**config.mk**
```make
export PLATFORM = sky130hd
export DESIGN_NAME = config_shift_master
export DESIGN_NICKNAME = d
export VERILOG_FILES = /design/src/rtl/cfg_chain_pkg.sv /design/src/rtl/sdo_sync.sv /design/src/rtl/config_shift_master.sv
export SDC_FILE = /design/constraint.sdc
export NUM_CORES = 1
export LEC_CHECK = 0
export ABC_CLOCK_PERIOD_IN_PS = 6100
export BUFFER_PORTS_ARGS = -buffer_cell sky130_fd_sc_hd__buf_2
export CAP_MARGIN = 30
export CORE_UTILIZATION = 55
export CTS_CLUSTER_SIZE = 14
export DETAILED_ROUTE_END_ITERATION = 8
export PLACE_DENSITY = 0.88
export SYNTH_ARGS = -nofsm -noshare
export SYNTH_HDL_FRONTEND = slang
export SYNTH_SLANG_ARGS = --single-unit
```
**constraint.sdc**
```tcl
create_clock -name CLK -period 6.1 [get_ports CLK]
set_input_delay 0.305 -clock CLK [delete_from_list [all_inputs] [get_ports CLK]]
set_output_delay 0.305 -clock CLK [all_outputs]
set_load 0.05 [all_outputs]
```
**src/rtl/cfg_chain_pkg.sv**
```systemverilog
// Shared definitions for the configuration chain serial master.
package cfg_chain_pkg;

    localparam int unsigned SIZESRSTAT_DEF = 88;
    localparam int unsigned SIZESRDYN_DEF  = 16;
    localparam int unsigned FRAME_LEN_DEF  = SIZESRSTAT_DEF + SIZESRDYN_DEF;

    typedef enum logic [2:0] {
        IDLE,
        SETUP,
        SHIFT_LO,
        SHIFT_HI,
        HOLD,
        DONE_ST
    } state_e;

    // Ceiling log2, usable in constant expressions.
    function automatic int unsigned clog2(input int unsigned value);
        int unsigned result;
        result = 0;
        while ((64'd1 << result) < 64'(value)) result++;
        return result;
    endfunction

endpackage

```
**src/rtl/sdo_sync.sv**
```systemverilog
// Two-flop synchronizer for the asynchronous SDO return from the chain tail.
module sdo_sync (
    input  logic clk_i,
    input  logic rst_ni,
    input  logic d_i,
    output logic q_o
);

    logic ff1_q;
    logic ff2_q;

    // Two-stage resync, cleared to 0 together with the chain.
    always_ff @(posedge clk_i or negedge rst_ni) begin
        if (!rst_ni) begin
            ff1_q <= 1'b0;
            ff2_q <= 1'b0;
        end else begin
            ff1_q <= d_i;
            ff2_q <= ff1_q;
        end
    end

    assign q_o = ff2_q;

endmodule

```
**src/rtl/config_shift_master.sv**
```systemverilog
// Serial master that loads the static+dynamic config chain MSB-first over
// SEL/SCLK/SDI, captures the old chain contents from SDO and flags a readback
// mismatch against the previously sent frame.
module config_shift_master
    import cfg_chain_pkg::*;
#(
    parameter int unsigned SIZESRSTAT = SIZESRSTAT_DEF,
    parameter int unsigned SIZESRDYN  = SIZESRDYN_DEF,
    parameter int unsigned CLKDIV     = 4
) (
    input  logic                            CLK,
    input  logic                            RST_N,
    input  logic                            START,
    input  logic [SIZESRSTAT-1:0]           STATCNF_IN,
    input  logic [SIZESRDYN-1:0]            DYNCNF_IN,
    output logic                            BUSY,
    output logic                            DONE,
    output logic                            SCLK,
    output logic                            SEL,
    output logic                            SDI,
    input  logic                            SDO,
    output logic [SIZESRSTAT+SIZESRDYN-1:0] RDBK,
    output logic                            MISMATCH
);

    localparam int unsigned FRAME_LEN = SIZESRSTAT + SIZESRDYN;
    localparam int unsigned CNT_W     = (clog2(FRAME_LEN) < 1) ? 1 : clog2(FRAME_LEN);
    localparam int unsigned DIV_W     = (clog2(CLKDIV) < 1) ? 1 : clog2(CLKDIV);
    localparam logic [CNT_W-1:0] LAST_BIT = CNT_W'(FRAME_LEN - 1);
    localparam logic [DIV_W-1:0] DIV_LAST = DIV_W'(CLKDIV - 1);

    state_e                 state_q;
    logic [DIV_W-1:0]       div_q;
    logic [CNT_W-1:0]       bit_cnt_q;
    logic [FRAME_LEN-1:0]   frame_q;
    logic [FRAME_LEN-1:0]   rx_q;
    logic [FRAME_LEN-1:0]   prev_q;
    logic [FRAME_LEN-1:0]   rdbk_q;
    logic                   mism_q;
    logic                   busy_q;
    logic                   done_q;
    logic                   sclk_q;
    logic                   sel_q;
    logic                   sdi_q;
    logic                   sdo_s;
    logic                   div_last;

    sdo_sync u_sdo_sync (
        .clk_i  (CLK),
        .rst_ni (RST_N),
        .d_i    (SDO),
        .q_o    (sdo_s)
    );

    assign div_last = (div_q == DIV_LAST);

    // Frame sequencer: divider, bit counter, frame/readback registers and
    // pin outputs. Pin outputs are flopped from the state held during the
    // current cycle, so every pin trails its state by one CLK.
    always_ff @(posedge CLK or negedge RST_N) begin
        if (!RST_N) begin
            state_q   <= IDLE;
            div_q     <= '0;
            bit_cnt_q <= '0;
            frame_q   <= '0;
            rx_q      <= '0;
            prev_q    <= '0;
            rdbk_q    <= '0;
            mism_q    <= 1'b0;
            busy_q    <= 1'b0;
            done_q    <= 1'b0;
            sclk_q    <= 1'b0;
            sel_q     <= 1'b0;
            sdi_q     <= 1'b0;
        end else begin
            busy_q <= (state_q != IDLE);
            done_q <= (state_q == DONE_ST);
            sel_q  <= state_q inside {SETUP, SHIFT_LO, SHIFT_HI, HOLD};
            sclk_q <= (state_q == SHIFT_HI);

            case (state_q)
                SETUP:          sdi_q <= frame_q[FRAME_LEN-1];
                SHIFT_LO:       sdi_q <= frame_q[bit_cnt_q];
                SHIFT_HI, HOLD: sdi_q <= sdi_q;
                default:        sdi_q <= 1'b0;
            endcase

            div_q <= (div_last || state_q == IDLE || state_q == DONE_ST) ? '0 : div_q + 1'b1;

            case (state_q)
                IDLE: begin
                    if (START) begin
                        frame_q   <= {STATCNF_IN, DYNCNF_IN};
                        bit_cnt_q <= LAST_BIT;
                        state_q   <= SETUP;
                    end
                end
                SETUP: begin
                    if (div_last) state_q <= SHIFT_LO;
                end
                SHIFT_LO: begin
                    if (div_last) begin
                        rx_q[bit_cnt_q] <= sdo_s;
                        state_q         <= SHIFT_HI;
                    end
                end
                SHIFT_HI: begin
                    if (div_last) begin
                        if (bit_cnt_q == '0) begin
                            state_q <= HOLD;
                        end else begin
                            bit_cnt_q <= bit_cnt_q - 1'b1;
                            state_q   <= SHIFT_LO;
                        end
                    end
                end
                HOLD: begin
                    if (div_last) state_q <= DONE_ST;
                end
                DONE_ST: begin
                    rdbk_q  <= rx_q;
                    mism_q  <= (rx_q != prev_q);
                    prev_q  <= frame_q;
                    state_q <= IDLE;
                end
                default: state_q <= IDLE;
            endcase
        end
    end

    assign BUSY     = busy_q;
    assign DONE     = done_q;
    assign SCLK     = sclk_q;
    assign SEL      = sel_q;
    assign SDI      = sdi_q;
    assign RDBK     = rdbk_q;
    assign MISMATCH = mism_q;

endmodule

```
* After elaboration in Yosys (flattened, before gate mapping)
Index checks and enable logic that the tools add are counted.
W data, S select, Z words.
** Storage, ports and cells
- Input port bits :: 108
- Output and inout port bits :: 110
- Memories kept :: 0
- Logic and storage cells :: 63
- RAM bits :: 0
- Bits in read-only memories :: 0
- Register bits :: 436
- Latch bits :: 0
** Cells by class
- Reductions and logical operators :: 13
- Eq/ne operators :: 13
- Multiplexer cells :: 18
- Add/subtract/negate cells :: 2
- $lt $le $gt $ge :: 2
- Multipliers :: 0
- Shifts and indexed selects :: 0
- Bitwise logic cells :: 0
- Divide/modulo/power cells :: 0
** Operators by type and width (count)
- $bwmux W104 :: 1
- $ne A104 B104 Y1 :: 1
- $mux W7 :: 3
- $mux W3 :: 6
- $pmux W3 S5 :: 1
- $pmux W7 S2 :: 1
- $ne A2 B2 Y1 const B :: 6
- $lt A7 B8 Y1 const B :: 1
- $bmux W1 S7 :: 1
- $demux W1 S7 :: 1
- $ge A7 B1 Y1 const B :: 1
- $logic_not A7 Y1 :: 1
- $sub A7 B1 Y7 const B :: 1
- $eq A3 B2 Y1 const B :: 2
- $eq A3 B3 Y1 const B :: 2
- $reduce_and A5 Y1 :: 1
- $reduce_and A2 Y1 :: 2
- $reduce_and A4 Y1 :: 1
- $reduce_bool A4 Y1 :: 1
- $eq A3 B1 Y1 const B :: 1
- $logic_not A3 Y1 :: 1
- $pmux W1 S3 :: 1
- $reduce_bool A3 Y1 :: 1
- $add A2 B1 Y2 const B :: 1
- 7 further kinds :: 9

* Longest topological paths before layout
- Word-level depth :: 5
- Gate-level depth with buffers :: 10
- Mapped depth without buffers :: 7

* Cells and area by module
Synthesis repeated with hierarchy kept, for this count alone.
** Unflattened totals
- Cells, all modules :: 1578
- Area total of the unflattened synthesis :: 19003.2 um^2
** By module, submodules not included
- config_shift_master :: area each 18953.2 um^2, seq. area each 10860.4 um^2, cells each 1576, times used 1
- sdo_sync :: area each 50.0 um^2, seq. area each 50.0 um^2, cells each 2, times used 1

* Least setup slack after synthesis
No wires, ideal clock.
- Path kind :: flip-flop to flip-flop
- From :: register bit_cnt_q[0]
- To :: register bit_cnt_q[6]
- Data arrival time :: 2.200 ns
- Path buffers :: 3
- Data required time :: 5.966 ns
- Slack :: 3.766 ns
- Stages on the path, launching flop included :: 11
- Clock period less this slack :: 2.334 ns
- Setup time :: 0.134 ns
- Cell sequence :: dfrtp_1 > buf_6 > buf_4 > buf_4 > inv_1 > ha_1 > a311oi_2 > nand3_1 > nor4_1 > xnor2_1 > nand2_1
** On the way
- Longest elaborated chain between the ends :: 4
- Elaborated cells on any way between the ends :: 7
- Those cells by class :: add/sub: 1; eq/ne: 1; mux: 3; reduce/logical: 2
** Ends and longest elaborated chain
- start, declared :: RTL line config_shift_master.sv:34 : logic [CNT_W-1:0] bit_cnt_q;
- start signal, assigned :: RTL line config_shift_master.sv:112 : bit_cnt_q <= bit_cnt_q - 1'b1;
- $sub A7 B1 Y7 :: RTL line config_shift_master.sv:112
- $mux W7 :: RTL line config_shift_master.sv:109 : if (bit_cnt_q == '0) begin
- $mux W7 :: RTL line config_shift_master.sv:108 : if (div_last) begin
- $pmux W7 S2 :: RTL line config_shift_master.sv:90 : case (state_q)
Parallel ways exist; a longest one is shown, timed or not. The select of a mux whose other input is x is not followed.
A chain may end at the register's enable or synchronous reset.

* Worst setup path in the final report
- From :: register bit_cnt_q[0]
- To :: register rx_q[47]
** On the way
- Longest elaborated chain between the ends :: 5
- Elaborated cells on any way between the ends :: 6
- Those cells by class :: order compare: 2; mux: 3; reduce/logical: 1
** Ends and longest elaborated chain
- $lt A7 B8 Y1 (implied by the code) / $ge A7 B1 Y1 (equally long branches) :: RTL line config_shift_master.sv:103 : rx_q[bit_cnt_q] <= sdo_s;
- $logic_and A1 B1 Y1 (implied by the code) :: RTL line config_shift_master.sv:103
- $mux W1 (implied by the code) :: RTL line config_shift_master.sv:103
- $demux W1 S7 * :: RTL line config_shift_master.sv:103
- $bwmux W104 * :: RTL line config_shift_master.sv:103
- end signal, assigned by index :: RTL line config_shift_master.sv:103
- end, declared :: RTL line config_shift_master.sv:36 : logic [FRAME_LEN-1:0] rx_q;
Mark *: on every way between the ends. The rest lies on a longest branch, timed or not.

==> results.cfg <==
[setup_path]
cp_data_arrival_time_ns = 3.68
worstSetupStartpointType = register
cp_cell_sequence = buf_4, nand2_1, nor3_4, nand2_1, mux2_2
cp_slowest_cell = dfrtp_1
reg2reg_to = rx_q[47]
reg2reg_slack_ns = 2.86
crit_top_cell = nand2_1
startpoint = bit_cnt_q[0]
r2r_start = bit_cnt_q[0]
worstRegToRegCells = 5
end_kind = register
max_stage_delay_ns = 0.88
worstPathRequired_ns = 6.54
setup.worst_path.class = reg2reg
worstPathMaxFanout = 23

[logic_synthesis]
postSynthAreaPerCell_sq_um = 11.9
synth_enable_flop_cells = 0
synth.area.top_cells = dfrtp_1 (58%), mux2_2 (18%), nand2_1 (8.2%)
async_reset_ff_frac = 1.00
synth_top_cell_by_area = dfrtp_1
yosys_warnings = 0
ys_ff_latch = 436
netlist_area_sq_mm = 0.0190
netlist_instances = 1588
synth.distinct_cells = 48
synth_top_area_share = 0.575
mappedNetlistNets = 1699
yosysSeqAreaShare = 0.575
synthFlopType = dfrtp_1

[sta]
fmax_ghz = 0.309
fin_ws_ns = 2.86
rsz0062_at_grt = no
slew_violations = 0
setup_violations = 0
worstMarginPinSlew_ns = 1.11
fin_setup_tns_ns = 0
hold_viol = 0
period_share = 0.531
slew_headroom = 0.261
fin_worst_skew_ns = 0.0185
layout_min_cycle_time_ns = 3.24

[min_path]
holdPathStages = 3
worstHoldPathType = in2reg
hp-start = STATCNF_IN[55]
min_to = frame_q[71]

[cts]
cts-root-buf = clkbuf_16
ctsResizeCount = 0
clockBufferDepth = 3
cts_num_sinks = 436
insertion_delay_ns = 0.56
cts_buffers = 44
cts_max_level = 2
cts_tree = yes
clkTransAtPathRegs_ns = 0.07

[floorplan]
die_height_microns = 188
pin_count = 218
core_sq_mm = 0.0337
placementRows = 67
fp.dieArea_sq_mm = 0.0352
die_w_microns = 188
start_util = 0.563

[place]
dpl_cell_area_sq_mm = 0.0204
preCtsSetupSlack_ns = 2.98
io_buffers = 217
place_congestion = 0.943
post-dp-hpwl_mm = 36.2

[power]
p_seq_frac = 0.480
p_int_mw = 4.79
pwr-share-clk = 0.495
powerDensity_mw_per_mm2 = 262
pwr-share-comb = 0.025
leakagePower_nw = 12.2
power_mw = 6.05
switching_power_mw = 1.25
p_sw_frac = 0.208
peakVddDrop_v = 0.000212

[global_route]
grt_pass1_vias = 14800
grt_max_degree = 203
grt_pass1_wl_mm = 88.1
overflow = 0
antenna_found_initial = 2
track_usage = 0.332

[run_status]
outcome = completed

[cells_and_area]
nets = 1988
n_fill_cell = 2210
syn2layout_area_growth_pct = 21.5
fin_area_sq_mm = 0.0231
drive_above_1_share = 0.328

[route]
antenna_left = 0
post_drt_wl_per_cell_microns = 24.3
routed_via_density = 5.98
route.vias.total = 14100
drtIter0Drc = 1398
totalWireLength_mm = 57.4
drc_errors = 0
dr.pass1.iters = 6

[run]
cap_violations = 0
flip-flops by register name, indices dropped and copies added, names as in the netlist, 2 cells and up:
| name | count |
|---|---|
| state_q | 3 |
| rx_q | 104 |
| RDBK | 104 |
| frame_q | 104 |
| div_q | 2 |
| bit_cnt_q | 7 |
| prev_q | 104 |
through the flow:
stage / utilization / hold slack (ns) / std cells
after floorplan: - / 0.00941 / 1588
after global placement: 0.604 / 0.339 / 2172
after detailed placement: 0.606 / 0.351 / 2174
after CTS: 0.684 / 0.0277 / 2358
after global routing: 0.684 / 0.0445 / 2358
final: 0.684 / 0.0442 / 2360
worst max-delay path, delay by kind of cell (launching register included):
family	cells	cell delay, ns
simple gates	3	1.36
buf+inv	1	0.51
flops	1	0.88
mux	1	0.35
area by class of cell:
type | instances | area (sq um) | share of cell area
flip-flops and latches | 436 | 10900 | 0.473
multi-input cells | 1051 | 7650 | 0.332
repair buffers | 329 | 2280 | 0.0988
clock buffers | 64 | 1310 | 0.0567
well taps | 448 | 561 | 0.0243
clock inverters | 15 | 283 | 0.0123
inverters | 15 | 56.3 | 0.00244
diodes | 2 | 5.00 | 0.000217
Yosys cell counts (2+ instances only):
library cell	count
dfrtp_1	436
nand2_1	416
mux2_2	305
nor2_1	61
xor2_1	60
clkbuf_1	40
xnor2_1	40
buf_2	39
nor4_1	20
mux4_2	15
inv_1	14
nand3_1	14
nand4_1	14
nor3_1	13
mux2i_1	10
a21oi_1	9
o21ai_0	9
mux4_1	6
nor2b_1	6
a22oi_1	5
o22ai_1	5
a221oi_1	4
buf_4	4
mux2_1	4
nand2b_1	4
nor3_2	4
a31oi_1	3
ha_1	3
a211oi_1	2
and2_0	2
and2_1	2
and3_1	2
buf_1	2
how the worst max path moves through the flow:
stage,to,slack (ns),depth (start not counted)
after global placement,SDI,3.06,6
final,rx_q[47],2.86,5
after floorplan,bit_cnt_q[6],3.77,10
after global routing,SDI,2.82,6
after CTS,SDI,2.96,6
after detailed placement,SDI,2.98,6
power by group through the flow:
| stage | clock network [mW] | registers, mW | logic [mW] |
|---|---|---|---|
| floorplan | 0 | 2.95 | 0.00835 |
| global placement | 0 | 2.95 | 0.0974 |
| detailed placement | 0 | 2.96 | 0.0984 |
| CTS | 2.99 | 2.90 | 0.151 |
| global route | 3.12 | 2.90 | 0.169 |
| finish | 2.99 | 2.90 | 0.151 |
kinds of logic (layout without fill, tap and decap cells):
group	after synthesis	in the layout	share of synthesized area
flops	436	436	0.575
buf+inv	101	423	0.0237
mux	340	340	0.215
xor+xnor	100	100	0.0462
other cells	0	2	0
compound gates	46	46	0.0162
fa+ha+maj	3	3	0.00198
simple gates	562	562	0.122
per-layer routing:
metal | share of wire | global-route usage | up-vias
met2 | 0.47 | 0.533 | 769
li1 | - | - | 5938
met4 | 0.055 | 0.168 | 0
met3 | 0.084 | 0.0745 | 212
met1 | 0.39 | 0.426 | 7192
met5 | 0 | 0 | -
repair_timing:
item                      4_1_cts  5_1_grt
buffers inserted                0        0
hold buffers                  105        0
hold endpoints to repair      195        0
cell usage in the layout (no fill, tap or decap), drive strengths merged, types with 8 or more instances in the layout:
master,Yosys,layout
a21oi,9,9
buf,46,224
bufinv,0,8
clkbuf,40,64
dfrtp,436,436
dlygate4sd3,0,105
inv,15,16
mux2,309,309
mux2i,10,10
mux4,21,21
nand2,416,416
nand3,14,14
nand4,14,14
nor2,61,61
nor3,17,17
nor4,21,21
o21ai,10,10
xnor2,40,40
xor2,60,60
Note: power is estimated with default switching activity, not from simulation.
